===== src/rtl/pipeline_hazard_controller.sv =====
// Stall/flush/forwarding controller for the 5-stage core, with memory-wait FSM and timeout error.
// Optional performance counters are enabled with the HAZARD_PERF_CNT_EN macro.
module pipeline_hazard_controller #(
  parameter int TIMEOUT_CYCLES = 255,
  parameter int CNT_W          = 16
) (
  input  logic       clk,
  input  logic       rst,
  input  logic [4:0] Rs1D,
  input  logic [4:0] Rs2D,
  input  logic [4:0] Rs1E,
  input  logic [4:0] Rs2E,
  input  logic [4:0] RdE,
  input  logic [1:0] ResultSrcE,
  input  logic [1:0] PCSrcE,
  input  logic [4:0] RdM,
  input  logic [4:0] RdW,
  input  logic       RegWriteM,
  input  logic       RegWriteW,
  input  logic       MemReqM,
  input  logic       MemReadyM,
  output logic [1:0] ForwardAE,
  output logic [1:0] ForwardBE,
  output logic       StallF,
  output logic       StallD,
  output logic       StallE,
  output logic       StallM,
  output logic       FlushD,
  output logic       FlushE,
  output logic       FlushW,
  output logic       MemErr,
  output logic       MemBusy
`ifdef HAZARD_PERF_CNT_EN
  ,
  output logic [31:0] StallCnt,
  output logic [31:0] FlushCnt,
  output logic [31:0] MemWaitCnt
`endif
);

  typedef enum logic [1:0] {IDLE, WAIT, ERR} state_t;

  state_t           state;
  logic [CNT_W-1:0] wait_cnt;
  logic             err_q;
  logic             lw_stall;
  logic             redir;
  logic             mem_stall;

  // M-stage result is younger than W, so it wins when both match.
  function automatic logic [1:0] fwd_sel(input logic [4:0] rs, input logic wm, input logic [4:0] rdm,
                                         input logic ww, input logic [4:0] rdw);
    if (wm && rdm != 5'd0 && rdm == rs)
      return 2'b10;
    else if (ww && rdw != 5'd0 && rdw == rs)
      return 2'b01;
    else
      return 2'b00;
  endfunction

  assign lw_stall  = (ResultSrcE == 2'b01) && (RdE != 5'd0) && ((RdE == Rs1D) || (RdE == Rs2D));
  assign redir     = (PCSrcE != 2'b00);
  assign mem_stall = (state == WAIT) || (state == ERR) || (state == IDLE && MemReqM && !MemReadyM);
  assign MemBusy   = (state == WAIT);
  assign MemErr    = err_q;

  always_comb begin
    ForwardAE = 2'b00;
    ForwardBE = 2'b00;
    StallF    = 1'b0;
    StallD    = 1'b0;
    StallE    = 1'b0;
    StallM    = 1'b0;
    FlushD    = 1'b0;
    FlushE    = 1'b0;
    FlushW    = 1'b0;
    if (!rst) begin
      FlushD = 1'b1;
      FlushE = 1'b1;
      FlushW = 1'b1;
    end else begin
      ForwardAE = fwd_sel(Rs1E, RegWriteM, RdM, RegWriteW, RdW);
      ForwardBE = fwd_sel(Rs2E, RegWriteM, RdM, RegWriteW, RdW);
      // A frozen pipeline defers redirect and load-use; their inputs stay held.
      if (mem_stall) begin
        StallF = 1'b1;
        StallD = 1'b1;
        StallE = 1'b1;
        StallM = 1'b1;
        FlushW = 1'b1;
      end else if (redir) begin
        FlushD = 1'b1;
        FlushE = 1'b1;
      end else if (lw_stall) begin
        StallF = 1'b1;
        StallD = 1'b1;
        FlushE = 1'b1;
      end
    end
  end

  always_ff @(posedge clk) begin
    if (!rst) begin
      state    <= IDLE;
      wait_cnt <= '0;
      err_q    <= 1'b0;
    end else begin
      case (state)
        IDLE: begin
          if (MemReqM && !MemReadyM) begin
            state    <= WAIT;
            wait_cnt <= CNT_W'(1);
          end
        end
        WAIT: begin
          if (MemReadyM) begin
            state    <= IDLE;
            wait_cnt <= '0;
          end else if (wait_cnt == CNT_W'(TIMEOUT_CYCLES)) begin
            state <= ERR;
            err_q <= 1'b1;
          end else if (wait_cnt != {CNT_W{1'b1}}) begin
            wait_cnt <= wait_cnt + CNT_W'(1);
          end
        end
        ERR: begin
          err_q <= 1'b1;
        end
        default: state <= IDLE;
      endcase
    end
  end

`ifdef HAZARD_PERF_CNT_EN
  logic any_stall;
  logic redir_flush;
  assign any_stall   = StallF | StallD | StallE | StallM;
  assign redir_flush = rst && !mem_stall && redir;

  always_ff @(posedge clk) begin
    if (!rst) begin
      StallCnt   <= '0;
      FlushCnt   <= '0;
      MemWaitCnt <= '0;
    end else begin
      if (any_stall && StallCnt != 32'hFFFF_FFFF)
        StallCnt <= StallCnt + 32'd1;
      if (redir_flush && FlushCnt != 32'hFFFF_FFFF)
        FlushCnt <= FlushCnt + 32'd1;
      if (MemBusy && MemWaitCnt != 32'hFFFF_FFFF)
        MemWaitCnt <= MemWaitCnt + 32'd1;
    end
  end
`endif

endmodule

===== config.mk =====
export PLATFORM = sky130hd
export DESIGN_NAME = pipeline_hazard_controller
export DESIGN_NICKNAME = d
export VERILOG_FILES = /design/src/rtl/pipeline_hazard_controller.sv
export SDC_FILE = /design/constraint.sdc
export NUM_CORES = 1
export LEC_CHECK = 0
export CAP_MARGIN = 20
export CORE_ASPECT_RATIO = 2
export CORE_MARGIN = 2
export CORE_UTILIZATION = 46
export DETAILED_ROUTE_END_ITERATION = 6
export PLACE_DENSITY = 0.83
export SETUP_SLACK_MARGIN = 0.15
export SLEW_MARGIN = 25
export SYNTH_ARGS = -nofsm -noshare
export SYNTH_HDL_FRONTEND = slang
export SYNTH_SLANG_ARGS = --single-unit

===== constraint.sdc =====
create_clock -name clk -period 2.7 [get_ports clk]
set_clock_uncertainty 0.15 [all_clocks]
set_input_delay 0.54 -clock clk [delete_from_list [all_inputs] [get_ports clk]]
set_output_delay 0.54 -clock clk [all_outputs]
set_load 0.005 [all_outputs]

Word level (Yosys, flattened, before mapping)
Index checks and enable logic that the tools add are counted.
{"block": "classes", "addsub": 1, "eq_ne": 17, "n_mux": 31, "bitwise": 1, "reduce_logical": 25}
{"op": "two-way mux 16 bit", "count": 4}
{"op": "one-hot mux 16 bit (2 select lines)", "count": 1}
{"op": "equality test 5 bit", "count": 6}
{"op": "two-way mux 1 bit", "count": 17}
{"op": "adder 16 x 1 -> 16 bit, second input constant", "count": 1}
{"op": "equality test 16 x 8 -> 1 bit, second input constant", "count": 1}
{"op": "!= test 16 bit, second input constant", "count": 1}
{"op": "nonzero test 5 bit", "count": 3}
{"op": "two-way mux 2 bit", "count": 7}
{"op": "logical AND 1 bit", "count": 11}
{"op": "!= test 3 x 2 -> 1 bit, second input constant", "count": 2}
{"op": "one-hot mux 2 bit (3 select lines)", "count": 1}
{"op": "AND reduction 3 bit", "count": 2}
{"op": "nonzero test 2 bit", "count": 3}
{"op": "equality test 2 x 1 -> 1 bit, second input constant", "count": 2}
{"op": "!= test 2 x 1 -> 1 bit, second input constant", "count": 2}
{"op": "AND reduction 4 bit", "count": 1}
{"op": "logical OR 1 bit", "count": 3}
{"op": "!= test 3 bit, second input constant", "count": 1}
{"op": "equality test 2 bit, second input constant", "count": 1}
{"op": "zero test 2 bit", "count": 1}
{"op": "!= test 2 bit, second input constant", "count": 1}
{"op": "one-hot mux 1 bit (2 select lines)", "count": 1}
{"op": "zero test 1 bit", "count": 1}
{"op": "NOT 1 bit", "count": 1}
{"block": "totals", "reg_bits": 19, "in_bits": 45, "elab_cells": 78}

Depth between registers and ports, before layout
{"block": "logic_depth", "ltp_word": 7, "ltp_mapped": 8, "mapped_depth_nobuf": 7}

Worst setup path after synthesis
No wires, ideal clock.
{"block": "synth_path", "kind": "input -> output", "start": "in RdM[1]", "end": "out ForwardAE[0]", "arrival_ns": 1.644, "required_ns": 2.010, "path_slack_ns": 0.366, "stages": 4, "cell_sequence": "or4_1 > o21ai_0 > nor4_1 > nor4_1"}
{"block": "synth_via", "elab_chain_len": 5, "elab_cells_between_ends": 6, "classes_between": "eq/ne (1); mux (2); reduce/logical (3)"}
{"item": "from (decl)", "line_no": "16", "source": "input logic [4:0] RdM,"}
{"item": "nonzero test 5 bit", "line_no": "53", "source": "if (wm && rdm != 5'd0 && rdm == rs)"}
{"item": "logical AND 1 bit", "line_no": "53"}
{"item": "logical AND 1 bit (*)", "line_no": "53"}
{"item": "two-way mux 2 bit (*)", "line_no": "53"}
{"item": "two-way mux 2 bit (*)", "line_no": "77", "source": "if (!rst) begin"}
{"item": "to (decl)", "line_no": "22", "source": "output logic [1:0] ForwardAE,"}
Every way passes the cells marked *; elsewhere a longest branch is shown, timed or not.

Final worst setup path
{"block": "layout_path", "start": "in RdM[2]", "end": "out ForwardBE[0]"}
{"block": "layout_via", "elab_chain_len": 5, "elab_cells_between_ends": 6, "classes_between": "eq/ne (1); mux (2); reduce/logical (3)"}
{"item": "nonzero test 5 bit", "line_no": "53"}
{"item": "logical AND 1 bit", "line_no": "53"}
{"item": "logical AND 1 bit (*)", "line_no": "53"}
{"item": "two-way mux 2 bit (*)", "line_no": "53"}
{"item": "two-way mux 2 bit (*)", "line_no": "77"}
{"item": "to (decl)", "line_no": "23", "source": "output logic [1:0] ForwardBE,"}
Marked as above.

==> results.cfg <==
[worst_setup_path]
critPathTopFamily = simple AND/OR/NAND/NOR gates
worst-path-buf-inv = 3
reg2reg_setup_slack_ns = 0.29
rr_worst_depth = 6
r2r-start = wait_cnt[0]
arrival_ns = 1.95
required_ns = 2.01
crit_top_cell = nor4_4
path_class = primary input to output pin
path_cells = buf_6, or4_4, o21ai_2, buf_4, nor4_4, nor4_4, buf_2
rr_endpoint = wait_cnt[7]
crit_path_max_incr_delay_ns = 0.53
crit_path_end_kind = output pin
slowest_stage = or4_4
startpoint_type = primary input
worstPathMaxFanout = 2

[sta]
final_hold_viol_count = 0
setup-violations-final = 0
maxSlewViolCount = 0
finalCriticalPeriod_ns = 2.64
grt_setup_unrepaired = yes
worst_pin_slew_ns = 0.602
fmax_mhz = 379
slew_headroom_pct = 59.5
tns_ns = 0
timing.final.crit_share_pct = 97.7

[clock_tree]
clkSlewWorstSetupHoldPaths_ns = 0.07
clkLatencyLatePin_ns = 0.27
cts_buffer_depth = 2
clock-sinks = 19
root_buffer = clkbuf_8
cts_tree = built
htree_num_levels = 1
cts_buffers = 3

[layout]
num-fill-cells = 245
drive_gt1_share_pct = 30.1
n_antenna_cell = 0
nNetsFinal = 340
area_delta_synth_final_pct = 57.8

[yosys]
synth.top_cell.area_share_pct = 22.4
syn_area_um2 = 1700
ys_seq_elements = 19
ys_async_sr_fraction_pct = 0
synthesis.nets = 254
yosys_warnings = 0
yosysMostFrequentCell = xor2_1
netlist_top_cells_area = dfxtp_1 22%, xor2_1 10%, xnor2_1 5.2%, nand3_1 4.4%, ha_1 3.7%
netlist_top_cells_count = 20 x xor2_1, 19 x dfxtp_1, 15 x nand3_1
synth_ff_type = dfxtp_1
ys_types = 52
seq_area_frac_synth_pct = 22.4
synth_edf_count = 0
synth_cells = 204
syn_avg_cell_area_um2 = 8.32
synth_area_leader_cell = dfxtp_1

[power_and_ir_drop]
power.switching_fraction_pct = 31.9
fin_total_pwr_uw = 812
peakVddDrop_mv = 0.206
p_int_uw = 552
clkPwrFrac_pct = 25.7
p_per_area_nw_per_um2 = 303
p_leak_nw = 1.10
power_switching_uw = 259
comb_power_share_pct = 38.7
seq_power_share_pct = 35.5

[floorplan]
core_area_um2 = 3570
initial_core_util_pct = 47.6
rows = 31
dieArea_um2 = 4220
io_pins = 58
die_h_um = 89.9
dieWidth_um = 47.0

[global_routing]
grt_pass1_wl_mm = 9.58
antenna_found_initial = 0
globalRouteTotalUtil_pct = 30.4
overflow = 0
grt_pass1_vias = 2243
grt_max_degree = 18

[placement]
place.gp.congestion = 0.925
io_buffers = 57
dp_hpwl_mm = 4.27

[route]
wirelength_mm = 6.08
drc_errors = 0
drt-vias-per-instance = 6.12
first_pass_iters = 6
m1WireLength_mm = 1.89
wl_met3_um = 369
drtIter0Drc = 59
met2WireLength_mm = 3.52
num_vias = 2069
wl_per_cell_um = 18.0
highest-signal-layer = met4
final_antenna_net_count = 0

[min_path]
hold_class = flop to flop
hold_start = MemErr
worstHoldPathCells = 1
hold_end = MemErr

[status]
status = complete, no violations

[run]
cap_violations = 0
[power groups by stage]
stage | clock [mW] | combinational [mW] | sequential [mW]
2_1_floorplan | 0 | 0.130 | 0.293
3_3_place_gp | 0 | 0.280 | 0.294
3_5_place_dp | 0 | 0.284 | 0.294
4_1_cts | 0.206 | 0.292 | 0.288
5_1_grt | 0.223 | 0.337 | 0.289
6_report | 0.209 | 0.314 | 0.288
[kinds of logic (layout without fill, tap and decap cells)]
kind of cell | Yosys count | in the layout | share of synthesized area (%)
simple gates | 78 | 78 | 28.7
flops | 19 | 19 | 22.4
compound gates | 58 | 58 | 24.2
buf+inv | 14 | 99 | 5.53
fa+ha+maj | 5 | 5 | 3.68
xor+xnor | 30 | 30 | 15.5
[final cells by class]
class | count | area (um^2) | share of cell area [%]
Clock buffer | 4 | 45.0 | 1.68
Inverter | 6 | 22.5 | 0.841
Multi-Input combinational cell | 171 | 1350 | 50.3
Sequential cell | 19 | 383 | 14.3
Tap cell | 49 | 61.3 | 2.29
Timing Repair Buffer | 89 | 821 | 30.6
[state kept, by name, indices dropped and copies added, names as in the netlist]
signal,cells
wait_cnt,16
state,2
MemErr,1
[worst max-delay path by stage]
| stage | startpoint | endpoint | cells past startpoint |
|---|---|---|---|
| 6_report | RdM[2] | ForwardBE[0] | 7 |
| 5_1_grt | RdM[1] | ForwardBE[0] | 7 |
| 4_1_cts | RdW[3] | ForwardBE[0] | 6 |
| 3_5_place_dp | RdM[1] | ForwardBE[0] | 6 |
| 3_3_place_gp | RdM[1] | ForwardBE[0] | 6 |
| 2_1_floorplan | RdM[1] | ForwardAE[0] | 4 |
[layer usage]
metal | vias to the layer above | track usage, %
met4 | 0 | 18.5
met1 | 962 | 27.0
met2 | 133 | 55.4
li1 | 945 | -
met5 | - | 0
met3 | 29 | 6.43
[what timing repair did]
action / in CTS / in global routing
cloned: 1 / 0
setup endpoints to repair: 11 / 12
hold buffers: 0 / 0
gates resized for setup: 106 / 24
buffers inserted: 2 / 0
pin swaps: 19 / 21
[per-stage QoR]
step | instances | instance area (um^2) | utilization, % | setup WS (ns) | hold WS [ns]
3_3_place_gp | 331 | 2480 | 69.4 | -0.699 | 0.326
6_report | 338 | 2680 | 75.1 | 0.0634 | 0.341
2_1_floorplan | 204 | 1700 | - | 0.366 | 0.325
5_1_grt | 338 | 2680 | 75.1 | 0.0124 | 0.362
4_1_cts | 338 | 2610 | 73.1 | 0.0290 | 0.350
3_5_place_dp | 331 | 2480 | 69.4 | -0.692 | 0.327
[placed cells by master (no fill, tap or decap), types with 4 or more instances in the layout]
master,netlist,final
ha_1,5,5
dlymetal6s2s_1,0,6
nor2_1,8,6
dfxtp_1,19,17
and2_1,4,4
clkdlybuf4s15_1,0,7
clkdlybuf4s15_2,0,5
clkdlybuf4s50_1,0,13
a31oi_1,8,8
buf_6,1,7
buf_4,2,26
nand2_1,9,9
inv_1,6,6
o21ai_0,9,7
nor4_4,1,4
o211ai_1,7,7
xor2_1,20,20
buf_2,0,8
a21oi_1,10,9
nand4_1,6,6
xnor2_1,10,9
nor3_1,5,4
dlygate4sd2_1,0,14
nand3_1,15,14
No activity file was read; power rests on OpenSTA's default activity.
